### config.mk
export PLATFORM = sky130hd
export DESIGN_NAME = rat_ckpt
export DESIGN_NICKNAME = d
export VERILOG_FILES = /design/src/rtl/rat_ckpt.sv
export SDC_FILE = /design/constraint.sdc
export NUM_CORES = 2
export LEC_CHECK = 0
export ABC_CLOCK_PERIOD_IN_PS = 4400
export CORE_ASPECT_RATIO = 0.5
export CORE_UTILIZATION = 30
export DETAILED_ROUTE_END_ITERATION = 7
export PLACE_DENSITY_LB_ADDON = 0.12
export SYNTH_ARGS = -nofsm -noshare
export SYNTH_HDL_FRONTEND = slang
export SYNTH_SLANG_ARGS = --single-unit
### constraint.sdc
create_clock -name clk -period 4.4 [get_ports clk]
set_input_delay 0.88 -clock clk [delete_from_list [all_inputs] [get_ports clk]]
set_output_delay 0.88 -clock clk [all_outputs]
set_load 0.02 [all_outputs]
### src/rtl/rat_ckpt.sv
// rat_ckpt: register alias table with branch checkpoints.
// Maps each architectural register to the ROB tag of its youngest in-flight
// producer. Up to CKPT_NUM snapshots of the map are kept in allocation order
// so a mispredicted branch restores the map in a single cycle.
//
// Ports:
//   clk, rst_n                 clock, asynchronous active-low reset
//   rd_addr/rd_valid/rd_tag    RD_PORTS combinational source lookups
//   alloc_en/alloc_wen/alloc_dst/alloc_tag   rename one instruction
//   ckpt_req/ckpt_ready/ckpt_id              take a snapshot in slot ckpt_id
//   ckpt_release               free the oldest snapshot slot
//   recover_en/recover_id      restore the live map from a snapshot
//   commit_en/commit_dst/commit_tag          retire a register writer
//   flush_en                   clear all mappings and snapshots
//   ckpt_count                 number of live snapshots
module rat_ckpt #(
  parameter int ROB_DEPTH = 16,
  parameter int ARCH_REGS = 32,
  parameter int RD_PORTS  = 3,
  parameter int CKPT_NUM  = 4,
  localparam int TAG_W = $clog2(ROB_DEPTH),
  localparam int AW    = $clog2(ARCH_REGS),
  localparam int CW    = $clog2(CKPT_NUM)
) (
  input  logic                      clk,
  input  logic                      rst_n,
  input  logic [RD_PORTS*AW-1:0]    rd_addr,
  output logic [RD_PORTS-1:0]       rd_valid,
  output logic [RD_PORTS*TAG_W-1:0] rd_tag,
  input  logic                      alloc_en,
  input  logic                      alloc_wen,
  input  logic [AW-1:0]             alloc_dst,
  input  logic [TAG_W-1:0]          alloc_tag,
  input  logic                      ckpt_req,
  output logic                      ckpt_ready,
  output logic [CW-1:0]             ckpt_id,
  input  logic                      ckpt_release,
  input  logic                      recover_en,
  input  logic [CW-1:0]             recover_id,
  input  logic                      commit_en,
  input  logic [AW-1:0]             commit_dst,
  input  logic [TAG_W-1:0]          commit_tag,
  input  logic                      flush_en,
  output logic [CW:0]               ckpt_count
);

  localparam logic [CW:0] FULL = (CW+1)'(CKPT_NUM);

  // Live map
  logic [ARCH_REGS-1:0] valid_reg, valid_next;
  logic [TAG_W-1:0]     tag_reg  [ARCH_REGS];
  logic [TAG_W-1:0]     tag_next [ARCH_REGS];

  // Read-only views of the snapshot slots, used by the recovery mux
  logic [ARCH_REGS-1:0] slot_valid [CKPT_NUM];
  logic [TAG_W-1:0]     slot_tag   [CKPT_NUM][ARCH_REGS];

  // Circular slot pointers
  logic [CW-1:0] head_reg, tail_reg;
  logic [CW:0]   count_reg;

  logic          do_recover, ckpt_take, ckpt_free;
  logic [CW-1:0] rec_off;

  assign do_recover = recover_en && !flush_en;
  assign ckpt_take  = ckpt_req && (count_reg != FULL) && !recover_en && !flush_en;
  assign ckpt_free  = ckpt_release && (count_reg != '0) && !recover_en && !flush_en;
  assign rec_off    = recover_id - head_reg;

  assign ckpt_ready = (count_reg != FULL);
  assign ckpt_id    = tail_reg;
  assign ckpt_count = count_reg;

  // Combinational lookups; x0 always reads as unmapped.
  genvar gi;
  generate
    for (gi = 0; gi < RD_PORTS; gi++) begin : g_rd
      logic [AW-1:0] addr;
      assign addr = rd_addr[gi*AW +: AW];
      assign rd_valid[gi] = (addr != '0) && valid_reg[addr];
      assign rd_tag[gi*TAG_W +: TAG_W] = (addr != '0) ? tag_reg[addr] : '0;
    end
  endgenerate

  // Next live map. Recovery replaces the base map and drops the allocate;
  // the commit clear is applied after the base is chosen, and a same-cycle
  // allocate to the committing register overrides the clear.
  always_comb begin
    valid_next = valid_reg;
    tag_next   = tag_reg;
    if (do_recover) begin
      valid_next = slot_valid[recover_id];
      tag_next   = slot_tag[recover_id];
    end
    if (commit_en && valid_next[commit_dst] && (tag_next[commit_dst] == commit_tag))
      valid_next[commit_dst] = 1'b0;
    if (!do_recover && alloc_en && alloc_wen && (alloc_dst != '0)) begin
      valid_next[alloc_dst] = 1'b1;
      tag_next[alloc_dst]   = alloc_tag;
    end
  end

  always_ff @(posedge clk or negedge rst_n) begin
    if (!rst_n) begin
      valid_reg <= '0;
      for (int i = 0; i < ARCH_REGS; i++) tag_reg[i] <= '0;
    end else if (flush_en) begin
      valid_reg <= '0;
    end else begin
      valid_reg <= valid_next;
      tag_reg   <= tag_next;
    end
  end

  // Snapshot slots. A new snapshot captures the next-state map, so it already
  // includes this cycle's allocate and commit. Live slots are scrubbed by
  // every commit so a restored map never names a retired tag.
  generate
    for (gi = 0; gi < CKPT_NUM; gi++) begin : g_slot
      logic [ARCH_REGS-1:0] sv_reg;
      logic [TAG_W-1:0]     st_reg [ARCH_REGS];

      assign slot_valid[gi] = sv_reg;
      assign slot_tag[gi]   = st_reg;

      always_ff @(posedge clk or negedge rst_n) begin
        if (!rst_n) begin
          sv_reg <= '0;
          for (int i = 0; i < ARCH_REGS; i++) st_reg[i] <= '0;
        end else if (flush_en) begin
          sv_reg <= '0;
        end else if (ckpt_take && (tail_reg == CW'(gi))) begin
          sv_reg <= valid_next;
          st_reg <= tag_next;
        end else if (commit_en && sv_reg[commit_dst] && (st_reg[commit_dst] == commit_tag)) begin
          sv_reg[commit_dst] <= 1'b0;
        end
      end
    end
  endgenerate

  // Slot pointers. Recovery keeps the branch's own slot live and discards
  // every younger one.
  always_ff @(posedge clk or negedge rst_n) begin
    if (!rst_n) begin
      head_reg  <= '0;
      tail_reg  <= '0;
      count_reg <= '0;
    end else if (flush_en) begin
      head_reg  <= '0;
      tail_reg  <= '0;
      count_reg <= '0;
    end else if (do_recover) begin
      tail_reg  <= recover_id + CW'(1);
      count_reg <= {1'b0, rec_off} + (CW+1)'(1);
    end else begin
      head_reg  <= head_reg + CW'(ckpt_free);
      tail_reg  <= tail_reg + CW'(ckpt_take);
      count_reg <= count_reg + (CW+1)'(ckpt_take) - (CW+1)'(ckpt_free);
    end
  end

  // Recovery must name a live slot: offset from head below the live count.
  recover_in_window: assert property (@(posedge clk) disable iff (!rst_n)
    (recover_en && !flush_en) |-> ({1'b0, rec_off} < count_reg));

endmodule

==> results.yml <==
placement:
  port_buffers: 64
  gp_congestion: 0.9858
  place_inst: 7074
  dp_slack_ps: -751.7
  dpl.hpwl_mm: 175.8
sta:
  rsz0062_at_grt: "no"
  slew_violations: 0
  period_share_pct: 99.84
  worst_slack_ps: 7.224
  maxSlewHeadroom_pct: 23.70
  fin_skew_ps: 35.97
  period_needed_ps: 4393
  worst_pin_slew_ps: 1141
  finalHoldViolCount: 0
  setup_viol: 0
  max_freq_ghz: 0.2276
clock_tree:
  clk_pin_slew_worst_paths_ps: 70
  cts_hold_buf: 0
  clock_sink_count: 807
  h-tree-depth: 3
  cts_root_buffer: "clkbuf_16"
  cts_tree: "built"
  cts.path.max_buffers: 3
  insertion_delay_ps: 720
  cts_made_buffers: 88
worst_hold_path:
  hold_class: "in2async"
die:
  rows: 103
  ios: 65
  start_util_pct: 30.39
  fp.dieH_um: 285.5
  coreArea_um2: 158600
  die_w_um: 569.0
  die-area_um2: 162400
run:
  maxCapViolCount: 0
synthesis:
  synth_xor_area_share_pct: 0.4359
  synth.area.top_cells: "dfrtp_1 (42%), mux4_2 (21%), o21ai_0 (7.8%)"
  synthArstFlopShare_pct: 100.0
  synth_largest_area_cell: "dfrtp_1"
  synth_ff_type: "dfrtp_1"
  synth_compound_area_share_pct: 16.18
  synth_area_um2: 48220
  synth_top_family_by_area: "multiplexers"
  synthSimpleGateAreaFrac_pct: 11.47
  synth_cell_types: 61
  synth_edf_count: 0
  synth_fa_ha_area_share_pct: 0.1972
  ys_ff_latch: 807
  muxShareOfSynthArea_pct: 25.76
  ys_top_cells_by_count: "nand2_1 (922), dfrtp_1 (807), o21ai_0 (751)"
  syn-num-nets: 4685
  yosysSeqAreaShare_pct: 41.88
  yosysMostFrequentCell: "nand2_1"
  yosys.area.top_type_share_pct: 41.88
  yosys_warnings: 0
  avgSynthCellArea_um2: 10.41
  netlist_instances: 4634
route:
  wire_per_inst_um: 32.25
  vias_per_cell: 5.895
  dr.pass1.iters: 6
  wl_mm: 233.9
  drc: 0
  vias: 42744
  initialDrtViolationCount: 5556
  postRouteAntennaNets: 0
run_status:
  status: "complete, no violations"
critical_path:
  ff2ff_setup_slack_ps: 660
  cp_data_arrival_time_ps: 3510
  critPathCaptureType: "output port"
  critPathKind: "in2out"
  r2r_start: "g_slot[3].st_reg[59]$_DFFE_PN0P_"
  r2r-end: "valid_reg[26]$_DFF_PN0_"
  crit_path_max_fanout: 12
  rr_worst_depth: 12
  cp_data_required_time_ps: 3520
  start_kind: "input port"
power:
  leakagePower_nw: 25.23
  cellPowerDensity_nw_per_um2: 325.5
  peakVddDrop_uv: 301.8
grt:
  antenna_found_initial: 15
  grt_max_degree: 107
  grt_pass1_wl_mm: 332.0
  grt.overflow.total: 0
  grt_usage_pct: 28.69
  first_global_vias: 41667
layout:
  nNetsFinal: 5065
  largest_reg_flops: 512
  seqCellArea_um2: 20190
  drive_gt1_share_pct: 26.35
  n_fill_cell: 15591
  fin_cells: 7251
  multiInputGateArea_um2: 26150
  syn2layout_area_growth_pct: 22.98
power breakdown:
part           internal, mW  switching [mW]  total (mW)
logic                  1.25            1.75        3.00
registers              7.77           0.383        8.15
clock network          4.67            3.48        8.16
worst max path at each step:
stage	to	from	slack (ps)
2_1_floorplan	g_slot[2].sv_reg[21]$_DFFE_PN0P_	recover_id[0]	300
3_3_place_gp	valid_reg[26]$_DFF_PN0_	recover_en	-710
3_5_place_dp	valid_reg[27]$_DFF_PN0_	recover_en	-750
4_1_cts	rd_tag[8]	rd_addr[11]	2
5_1_grt	rd_valid[0]	rd_addr[1]	20
6_report	rd_tag[8]	rd_addr[11]	7
per-layer routing:
metal / share of wire, % / vias up / global-route usage, %
met5: 0.012 / - / 0
met4: 3.2 / 4 / 9.004
met3: 11 / 377 / 8.646
met2: 42 / 2272 / 41.17
met1: 44 / 22033 / 41.20
li1: - / 18058 / -
placed cells by master (no fill, tap or decap), drive strengths merged, types with 17 or more instances in the layout:
cell	n
nand2	922
dfrtp	807
o21ai	751
buf	668
mux4	459
nor2	210
mux2i	170
a21oi	150
clkbuf	123
a22oi	84
a31oi	68
o22ai	63
clkdlybuf4s50	49
nor3	46
o211a	37
o211ai	35
mux2	34
inv	32
a221oi	31
nand4	27
a21boi	26
nand3	26
a211o	24
xnor2	20
clkinv	18
a211oi	17
nand2b	17
timing repair:
action                                  CTS  global route
resized for setup                         1             3
endpoints found under the setup margin    5            11
buffers inserted                          2             0
stage by stage:
stage / hold slack [ps] / setup TNS, ps / total power, mW / instance area, um^2 / util, %
global route: 148.0 / 0 / 19.97 / 59270 / 37.36
detailed placement: 489.8 / -107930 / 11.23 / 56140 / 35.39
global placement: 479.9 / -101600 / 11.20 / 56140 / 35.39
floorplan: 460.7 / 0 / 9.634 / 48220 / -
finish: 144.7 / 0 / 19.30 / 59300 / 37.38
CTS: 141.5 / 0 / 19.42 / 59250 / 37.35
cell families (layout without fill, tap and decap cells):
kind of cell	Yosys count	after routing
AO/OA/AOI/OAI	1334	1334
XOR/XNOR	24	24
adder cells (fa/ha/maj)	7	7
buffers and inverters	459	911
flip-flops	807	807
multiplexers	663	663
other	0	13
AND/OR/NAND/NOR	1340	1340
critical path, stage by stage:
cell and delay (ps):
clkbuf_4 320, buf_12 230, buf_4 230, mux4_2 360, mux4_2 470, mux2i_1 270
nor2_1 150, clkdlybuf4s50_1 570
layout make-up:
| class | instances | share of cell area (%) |
|---|---|---|
| multi-input combinational | 3368 | 44.10 |
| timing repair buffer | 719 | 11.88 |
| clock buffer | 121 | 4.319 |
| antenna | 13 | 0.05486 |
| clock inverter | 41 | 0.8588 |
| sequential | 807 | 34.06 |
| inverter | 30 | 0.1899 |
| tap | 2152 | 4.541 |
(Power assumes the default switching activity.)
